File: src/rtl/regfile_bypass_param.sv
// Parametrised 2R1W register file with write-to-read bypass,
// hardware clear sweep and a busy flag for decode stalls.
module regfile_bypass_param #(
    parameter  int WIDTH = 16,
    parameter  int DEPTH = 16,
    localparam int AW    = $clog2(DEPTH)
) (
    input  logic             clk,
    input  logic             rst_n,
    input  logic [AW-1:0]    p0_addr,
    input  logic [AW-1:0]    p1_addr,
    input  logic             re0,
    input  logic             re1,
    input  logic [AW-1:0]    dst_addr,
    input  logic [WIDTH-1:0] dst,
    input  logic             we,
    input  logic             clr,
    input  logic             hlt,
    output logic [WIDTH-1:0] p0,
    output logic [WIDTH-1:0] p1,
    output logic             busy
);

    typedef enum logic {
        CLEAR,
        RUN
    } state_t;

    localparam logic [AW-1:0] LAST = AW'(DEPTH - 1);
    localparam logic [AW-1:0] ONE  = AW'(1);

    state_t           state;
    logic [AW-1:0]    clr_ptr;
    logic [WIDTH-1:0] mem [DEPTH];
    logic             wr_en;
    logic [WIDTH-1:0] rd0;
    logic [WIDTH-1:0] rd1;

    // clr wins over a write presented in the same cycle
    assign wr_en = (state == RUN) && we && !clr && (dst_addr != '0);

    always_comb begin
        rd0 = '0;
        rd1 = '0;
        if (p0_addr != '0 && state == RUN) begin
            if (we && dst_addr == p0_addr) rd0 = dst;
            else                           rd0 = mem[p0_addr];
        end
        if (p1_addr != '0 && state == RUN) begin
            if (we && dst_addr == p1_addr) rd1 = dst;
            else                           rd1 = mem[p1_addr];
        end
    end

    // entry 0 is never written; reads of it are forced to zero
    always_ff @(posedge clk) begin
        if (state == CLEAR) mem[clr_ptr] <= '0;
        else if (wr_en)     mem[dst_addr] <= dst;
    end

    always_ff @(posedge clk or negedge rst_n) begin
        if (!rst_n) begin
            state   <= CLEAR;
            clr_ptr <= ONE;
            busy    <= 1'b1;
        end else begin
            unique case (state)
                CLEAR: begin
                    if (clr) begin
                        clr_ptr <= ONE;
                    end else if (clr_ptr == LAST) begin
                        state <= RUN;
                        busy  <= 1'b0;
                    end else begin
                        clr_ptr <= clr_ptr + ONE;
                    end
                end
                RUN: begin
                    if (clr) begin
                        state   <= CLEAR;
                        clr_ptr <= ONE;
                        busy    <= 1'b1;
                    end
                end
                default: begin
                    state   <= CLEAR;
                    clr_ptr <= ONE;
                    busy    <= 1'b1;
                end
            endcase
        end
    end

    always_ff @(posedge clk or negedge rst_n) begin
        if (!rst_n) begin
            p0 <= '0;
            p1 <= '0;
        end else begin
            if (re0) p0 <= rd0;
            if (re1) p1 <= rd1;
        end
    end

`ifndef SYNTHESIS
    logic hlt_q;

    always_ff @(posedge clk or negedge rst_n) begin
        if (!rst_n) hlt_q <= 1'b0;
        else        hlt_q <= hlt;
    end

    always @(posedge clk) begin
        if (hlt && !hlt_q) begin
            for (int i = 1; i < DEPTH; i++)
                $display("R%h = %h", AW'(i), mem[i]);
        end
    end
`endif

endmodule

File: config.mk
export PLATFORM = sky130hd
export DESIGN_NAME = regfile_bypass_param
export DESIGN_NICKNAME = d
export VERILOG_FILES = /design/src/rtl/regfile_bypass_param.sv
export SDC_FILE = /design/constraint.sdc
export NUM_CORES = 1
export LEC_CHECK = 0
export BUFFER_PORTS_ARGS = -buffer_cell sky130_fd_sc_hd__buf_2
export CORE_MARGIN = 4
export CORE_UTILIZATION = 25
export CTS_BUF_LIST = sky130_fd_sc_hd__clkbuf_4 sky130_fd_sc_hd__clkbuf_8
export CTS_CLUSTER_SIZE = 28
export DETAILED_ROUTE_END_ITERATION = 10
export HOLD_SLACK_MARGIN = 0.05
export PLACE_DENSITY = 0.38
export SYNTH_ARGS = -nofsm -noshare
export SYNTH_HDL_FRONTEND = slang
export SYNTH_SLANG_ARGS = --single-unit
File: constraint.sdc
create_clock -name clk -period 5.4 [get_ports clk]
set_clock_uncertainty 0.15 [all_clocks]
set_input_delay 1.08 -clock clk [delete_from_list [all_inputs] [get_ports clk]]
set_output_delay 1.08 -clock clk [all_outputs]
set_load 0.05 [all_outputs]
# Word level (Yosys, flattened, before mapping)
# Memories as Yosys holds them, arrays and structs flattened.
# Cells that the tools add are included.
# op_classes
n_addsub	1
eq_ne	7
mux	23
bitwise	1
reduce_logical	14
# ops
operator	n
16-bit two-way mux	5
4-bit two-way mux	4
16-bit OR reduction	1
4-bit nonzero test	3
1-bit two-way mux	11
4-bit == test	2
4-bit one-hot mux with 2 select lines	1
1-bit logical AND	7
4-bit by 1-bit adder with 4-bit output (second input constant)	1
4-bit == test (second input constant)	1
2-bit inequality test (second input constant)	2
1-bit one-hot mux with 2 select lines	2
3-bit inequality test (second input constant)	1
3-bit AND reduction	1
2-bit by 1-bit inequality test with 1-bit output (second input constant)	1
2-bit AND reduction	1
1-bit zero test	1
1-bit NOT	1
# word_totals
regBits	38
ram_bits	256
in_bits	35
output_inout_bits	33
memories	1
# memory_table
name	depth	width	read_ports	rd_clocked_by_memory_dff	wr	line	source
mem	16	16	2	0	1	34	logic [WIDTH-1:0] mem [DEPTH];

# Depth between registers and ports, before layout
# Gate-level depths: netlist of run 1.
# logic_depth
depth_word	8
depth_mapped	8
mapped_depth_nobuf	5

# Least setup slack after synthesis of run 1
# Ideal clock, no wire load.
# synth_timing
kind	input-to-reg
from	in dst_addr[1]
to	mem mem[14][0], enable pin
arrival_time_ns	2.726
required_time_ns	4.862
setup_slack_ns	2.136
path_stages	6
path_cell_list	clkbuf_1 -> nor2_1 -> a21oi_1 -> clkbuf_1 -> a31oi_1 -> nor2_1
# synth_via
elab_chain_cells	7
# synth_lines
element	line	source
from (decl)	14	input logic [AW-1:0] dst_addr,
4-bit nonzero test	40	assign wr_en = (state == RUN) && we && !clr && (dst_addr != '0);
1-bit logical AND	40	
1-bit two-way mux	58	else if (wr_en) mem[dst_addr] <= dst;
1-bit two-way mux	57	if (state == CLEAR) mem[clr_ptr] <= '0;
1-bit two-way mux (implied by the code)	58	
16-bit OR reduction (no source line)	-	
4-bit two-way mux (no source line) or 1-bit two-way mux (tied branches)	-	
to (decl)	34	
# Several ways; a longest one is shown, not always the timed one.

# Final worst setup path of run 1
# layout_timing
from	in p0_addr[1]
to	reg p0[9]
# layout_via
elab_chain_cells	4
# layout_lines
element	line	source
from (decl)	10	input logic [AW-1:0] p0_addr,
parallel branches: the longest is 3 deep, another holds memory 16 x 16 bit	-	
16-bit two-way mux (*)	45	if (p0_addr != '0 && state == RUN) begin
to (signal assigned)	99	if (re0) p0 <= rd0;
to (decl)	19	output logic [WIDTH-1:0] p0,
# Every way passes the cells marked *.
# A chain may end at the register's enable or synchronous reset.

==> results.toml, run 1 <==
[sta]
final_max_slew_viol_count = 0
rsz0062_at_grt = "false"
finalHoldViolations = 0
worst_pin_slew_ps = 1120
setup_viol = 0
period_share_pct = 57.6
tns_ps = 0
slew_headroom_pct = 25.6
max_freq_mhz = 321
hold-worst-slack_ps = 362
layout_min_cycle_time_ps = 3110

[pwr]
p_per_area_nw_per_um2 = 317
totalPowerFinal_mw = 5.21
p_leak_nw = 5.80
ir_drop_uv = 145

[routing]
vias = 8663
drt_iter0_drc = 468
firstDrtPassIters = 5
detail-route-antenna-nets = 0
routed_wirelength_um = 45200
wire_per_inst_um = 25.0
drc = 0
viasPerCell = 4.78

[floorplanning]
die_h_um = 247
chipWidth_um = 247
ios = 68
fp.dieArea_um2 = 61000
start_util_pct = 25.3
core_area_um2 = 56500
rows = 87

[grt]
grt_max_degree = 39
grt_usage_pct = 14.8
grt_pass1_wl_um = 65000
first_global_vias = 9189
grt-ovfl-total = 0
antenna_found_initial = 1

[placement]
place_congestion = 0.717
dp_hpwl_um = 28300
port_buffers = 66
dpl-instance-area_um2 = 15300

[synthesis]
yosysSeqAreaShare_pct = 60.5
ys_seq_elements = 294
synthArstFlopShare_pct = 12.9
synth_nets = 949
synth_cells = 913
synth_enable_flop_cells = 256
avgSynthCellArea_um2 = 15.6
netlist_area_um2 = 14300
synth_cell_types = 54
synth-main-ff-cell = "edfxtp_1"
ys.warnings.count = 0

[critical_path]
critPathSlowestCell = "and2_1"
path_cells = "buf_2, buf_4, and2_1, a211oi_1, and3_1, o32ai_2"
required_ps = 5770
worstPathMaxFanout = 22
arrival_ps = 3480
critPathKind = "in -> reg"
worstSetupStartpointType = "input port"
crit_path_end_kind = "flop"
max_stage_delay_ps = 940

[clocking]
ctsResizeCount = 0
cts_setup_buffers = 0
tritoncts = "built"
cts_root_buf = "clkbuf_8"
cts.reportedPaths.clkPinSlew_ps = 60
cts_num_sinks = 294
clk_latency_ps = 640
ctsHtreeMaxLevel = 2
cts_buffers = 53
cts_buffer_depth = 3
cts_hold_buf = 0

[finish]
nFillCells = 5697
num-nets-final = 1041
post-route-cell-area_um2 = 16400
drive_above_1_share_pct = 28.0
areaGrowthSynthToFinish_pct = 15.0

[worst_hold_path]
min_path_type = "reg -> reg"

[status]
outcome = "completed"

[flow_run]
maxCapViolCount = 0
## area by class of cell
class / instances / area, um^2 / area share, %
Sequential cell: 294 / 8640 / 52.6
Multi-Input combinational cell: 517 / 4990 / 30.4
Clock buffer: 81 / 952 / 5.80
Tap cell: 756 / 946 / 5.76
Timing Repair Buffer: 105 / 641 / 3.90
Inverter: 34 / 128 / 0.777
Clock inverter: 19 / 115 / 0.701
Antenna cell: 5 / 12.5 / 0.0762
## cells in the final DEF (no fill, tap or decap), types with 4 or more instances in the layout
master and instances:
a211oi_1 30, and2_1 18, and3_1 30, buf_2 64, buf_4 40, clkbuf_4 26, clkbuf_8 55, clkinv_1 12
clkinv_2 4, dfrtp_1 36, diode_2 5, edfxtp_1 256, inv_1 34, mux2i_1 131, mux4_1 8, mux4_2 53
nand2_1 35, nor2_1 40, nor2_2 13, o21ai_0 4, o22ai_1 66, o32ai_1 12, o32ai_2 19, or3b_1 4
xnor2_1 4, xor2_1 7
## sequential cells by signal, indices dropped and copies added (netlist names)
register  count
state         1
mem         256
p1           16
p0           16
busy          1
clr_ptr       4
## layer usage
| metal | wire length (um) | track usage, % |
|---|---|---|
| met5 | 0 | 0 |
| met4 | 1380 | 5.56 |
| met3 | 1680 | 2.43 |
| met2 | 21500 | 24.3 |
| met1 | 20600 | 19.8 |
## where the power goes
part           total (mW)  switching [mW]  internal [mW]
Combinational       0.505           0.325          0.181
Sequential           2.56          0.0337           2.53
Clock                2.14           0.966           1.17
## cells by family after synthesis
group                      count (synthesis)  share of synthesized area (%)
muxes                                    197                           19.7
xor gates and xnor gates                  11                          0.674
and+or+nand+nor                          164                           5.81
AOI/OAI and AO/OA                        144                           8.24
buffers and inverters                    102                           5.02
DFF                                      294                           60.5
adders and majority gates                  1                         0.0876
## worst max-delay path, delay by kind of cell
kind,cells,cell delay [ps]
buf+inv,2,500
compound gates,2,630
simple gates,2,1250
## synthesized netlist by cell type, types with 3 or more instances
master / number / area share [%]
o32ai_2: 19 / 2.2
nand3b_1: 3 / 0.16
buf_8: 5 / 0.53
edfxtp_1: 256 / 54
xnor2_1: 4 / 0.25
o22ai_1: 66 / 2.9
nand2b_1: 3 / 0.13
and3_1: 30 / 1.3
mux2i_1: 131 / 9.2
buf_6: 12 / 0.95
and2_1: 18 / 0.79
dfrtp_1: 36 / 6.3
nor2b_1: 3 / 0.13
clkbuf_4: 3 / 0.16
mux4_2: 53 / 8.4
o32ai_1: 12 / 0.74
o21ai_0: 4 / 0.14
inv_1: 34 / 0.89
xor2_1: 7 / 0.43
buf_4: 14 / 0.74
mux4_1: 8 / 1.5
a31oi_1: 3 / 0.13
clkbuf_1: 8 / 0.21
mux4_4: 3 / 0.53
buf_2: 16 / 0.56
nand2_1: 35 / 0.92
a211oi_1: 30 / 1.6
or3b_1: 4 / 0.25
nor2_1: 55 / 1.4
## through the flow
step	utilization, %	setup WS, ps	instances
final	29.1	2290	1811
after global routing	29.1	2170	1811
after CTS	29.0	2280	1806
after detailed placement	27.2	1560	1706
after global placement	27.2	1610	1706
after floorplan	-	2140	913
## worst paths after layout
| kind | end | depth (start not counted) | slack, ps | from |
|---|---|---|---|---|
| setup / recovery | p0[9] | 6 | 2290 | p0_addr[1] |
| hold / removal | busy | 2 | 360 | busy |
| setup reg to reg | mem[0][5] | 6 | 2440 | state |
| hold reg to reg | busy | 2 | 360 | busy |
| max in group asynchronous | p0[14] | 1 | 4030 | rst_n |
| min in group asynchronous | clr_ptr[2] | 1 | 450 | rst_n |
No activity file was read; power rests on OpenSTA's default activity.
==> run 2: changes to the inputs <==
--- a/config.mk
+++ b/config.mk
@@ -5,6 +5,7 @@
 export SDC_FILE = /design/constraint.sdc
 export NUM_CORES = 1
 export LEC_CHECK = 0
+export ABC_AREA = 1
 export BUFFER_PORTS_ARGS = -buffer_cell sky130_fd_sc_hd__buf_2
 export CORE_MARGIN = 4
 export CORE_UTILIZATION = 25
@@ -12,7 +13,7 @@
 export CTS_CLUSTER_SIZE = 28
 export DETAILED_ROUTE_END_ITERATION = 10
 export HOLD_SLACK_MARGIN = 0.05
-export PLACE_DENSITY = 0.38
+export PLACE_DENSITY = 0.39
 export SYNTH_ARGS = -nofsm -noshare
 export SYNTH_HDL_FRONTEND = slang
 export SYNTH_SLANG_ARGS = --single-unit
==> constraint.sdc (replaced) <==
create_clock -name clk -period 2.8 [get_ports clk]
set_clock_uncertainty 0.15 [all_clocks]
set_input_delay 0.56 -clock clk [delete_from_list [all_inputs] [get_ports clk]]
set_output_delay 0.56 -clock clk [all_outputs]
set_load 0.05 [all_outputs]
==> run 2 against run 1 <==
  * Sequential power increased by 91%
  * Total power increased by 97%
  * Final cell count is 55% higher
  * Clock power up 95%
  * Synthesized area is 7.7% higher
  * Worst setup slack worse by 2000 ps
  * First-iteration DRC count is 140% higher
  * Worst hold slack got worse by 230 ps
  * Sequential cell count stayed put
  * Non-clock buffer count increased by 35
  * Critical path type unchanged
  * Largest cell class unchanged
==> results.toml, run 2 <==
[status]
outcome = "completed"

[pwr]
seq_power_share_pct = 47.4
power_frac_comb_pct = 12.0
p_per_area_nw_per_um2 = 565
p_leak_nw = 8.34
net-switching-power_mw = 2.90
pwr-share-clk_pct = 40.5
p_int_mw = 7.38
ir_drop_uv = 244
switching_share_pct = 28.2
totalPowerFinal_mw = 10.3

[sta]
worst_pin_slew_ps = 1100
hold-worst-slack_ps = 133
final_max_slew_viol_count = 0
finalHoldViolations = 0
period_share_pct = 89.0
setup_viol = 0
rsz0062_at_grt = "false"
max_freq_mhz = 402
layout_min_cycle_time_ps = 2490
slew_headroom_pct = 26.7
tns_ps = 0

[synthesis]
synth_nets = 1921
synth.top_cell.area_share_pct = 50.0
yosys.area.top_type = "edfxtp_1"
ys_seq_elements = 294
yosysSeqAreaShare_pct = 56.2
ys.warnings.count = 0
synthArstFlopShare_pct = 12.9
netlist_area_um2 = 15400
synth_cells = 1885
yosysMostFrequentCell = "nand2_1"
avgSynthCellArea_um2 = 8.16
synth_commonest_cells = "735 x nand2_1, 365 x nand3_1, 256 x edfxtp_1"
synth_cell_types = 27
synth_enable_flop_cells = 256
synth-main-ff-cell = "edfxtp_1"
synth.top_cells.by_area = "edfxtp_1 50%, nand2_1 18%, nand3_1 12%"

[finish]
areaGrowthSynthToFinish_pct = 18.2
largest_reg_flops = 256
biggestRegsByFlops = "mem: 256 flops, p0: 16 flops, p1: 16 flops"
drive_above_1_share_pct = 12.6
layout_common_cells = "735 x nand2_1, 365 x nand3_1, 256 x edfxtp_1"
fin_util_pct = 30.0
largest-register = "mem"
num-nets-final = 2010
layout_commonest_cell = "nand2_1"
multi_input_area_um2 = 5480
nFillCells = 6417
seq_area_um2 = 8640

[critical_path]
path_cells = "dlygate4sd3_1, buf_2, nor3_2, nand2_1, buf_4, o21ai_1, nand2_1, nor2_1, buf_12"
cp_top_family = "buffers and inverters"
critPathKind = "in -> reg"
max_stage_delay_ps = 530
crit_path_end_kind = "flop"
critPathSlowestCell = "dlygate4sd3_1"
critPathBufInv = 4
required_ps = 3000
worstPathMaxFanout = 16
worstSetupStartpointType = "input port"
arrival_ps = 2690
cp_common_cell = "nand2_1"

[floorplanning]
core_area_um2 = 60700
chipWidth_um = 256
rows = 90
fp.dieArea_um2 = 65600
start_util_pct = 25.4
die_h_um = 256
ios = 68

[worst_hold_path]
min_path_type = "in -> reg"

[grt]
grt_pass1_wl_um = 84000
grt_usage_pct = 16.9
use_met2_pct = 25.6
grt_max_degree = 114
grt_util_met1_pct = 24.0
grt-ovfl-total = 0
first_global_vias = 13100
antenna_found_initial = 7
busiest_layer = "met2"
met3_usage_pct = 4.05

[flow_run]
maxCapViolCount = 0

[routing]
drc = 0
firstDrtPassIters = 5
detail-route-antenna-nets = 0
vias = 13200
viasPerCell = 4.70
routed_wirelength_um = 56600
drt_iter0_drc = 1139
wire_per_inst_um = 20.2

[clocking]
cts_buffers = 58
cts.reportedPaths.clkPinSlew_ps = 50
cts_root_buf = "clkbuf_8"
cts_buffer_depth = 3
cts_setup_buffers = 0
ctsHtreeMaxLevel = 2
cts_num_sinks = 294
tritoncts = "built"
clk_latency_ps = 680

[placement]
port_buffers = 66
dp_hpwl_um = 35400
place_congestion = 0.789
[run 2: cells by family after synthesis]
group / count (synthesis) / synth area share [%]
adder cells (fa/ha/maj): 1 / 0.0813
buffers and inverters: 327 / 8.44
flip-flops: 294 / 56.2
AND/OR/NAND/NOR: 1180 / 31.9
AO/OA/AOI/OAI: 83 / 3.39
[run 2: power by group through the flow]
stage / logic, mW / clock network [mW] / registers (mW)
after floorplan: 0.700 / 0 / 4.96
after global placement: 1.22 / 0 / 4.96
after detailed placement: 1.23 / 0 / 4.96
after CTS: 1.24 / 4.34 / 4.87
after global routing: 1.36 / 4.54 / 4.88
final: 1.23 / 4.17 / 4.88
[run 2: worst min-delay path: stages]
cell     delay (ps)
buf_2           100
inv_1            80
a21oi_1          70
nand2_1          60
nand2_1          40
[run 2: worst paths after layout]
| kind | slack [ps] | startpoint | end | cells after the start |
|---|---|---|---|---|
| max | 310 | clr | mem[7][11] | 9 |
| max in group asynchronous | 1550 | rst_n | p0[15] | 2 |
| min in group asynchronous | 400 | rst_n | p1[14] | 2 |
| min reg2reg | 330 | p0[8] | p0[8] | 2 |
| max reg2reg | 550 | state | mem[7][11] | 8 |
| min | 130 | dst[15] | p1[15] | 5 |
[run 2: per-layer routing]
layer	share of wire (%)	wire length (um)
met2	43	24200
met3	7.4	4200
met4	2.8	1600
met1	47	26500
met5	0.060	34
[run 2: repair_timing]
action / 4_1_cts / 5_1_grt
hold buffers: 2 / 0
endpoints found under the hold margin: 40 / 0
resized for setup: 0 / 0
[run 2: cell type report]
class,count,area share (%)
multi-input combinational,1264,30.1
clock buffer,77,5.21
inverter,216,4.47
sequential,294,47.5
clock inverter,29,0.688
timing repair buffer,140,6.57
tap,782,5.38
antenna,3,0.0413
[run 2: metrics by stage]
step | instance area (um^2) | worst slack [ps] | instances
2_1_floorplan | 15400 | 139 | 1885
3_3_place_gp | 17100 | 13.4 | 2694
3_5_place_dp | 17100 | 44.1 | 2694
4_1_cts | 18200 | 377 | 2802
5_1_grt | 18200 | 173 | 2803
6_report | 18200 | 309 | 2805
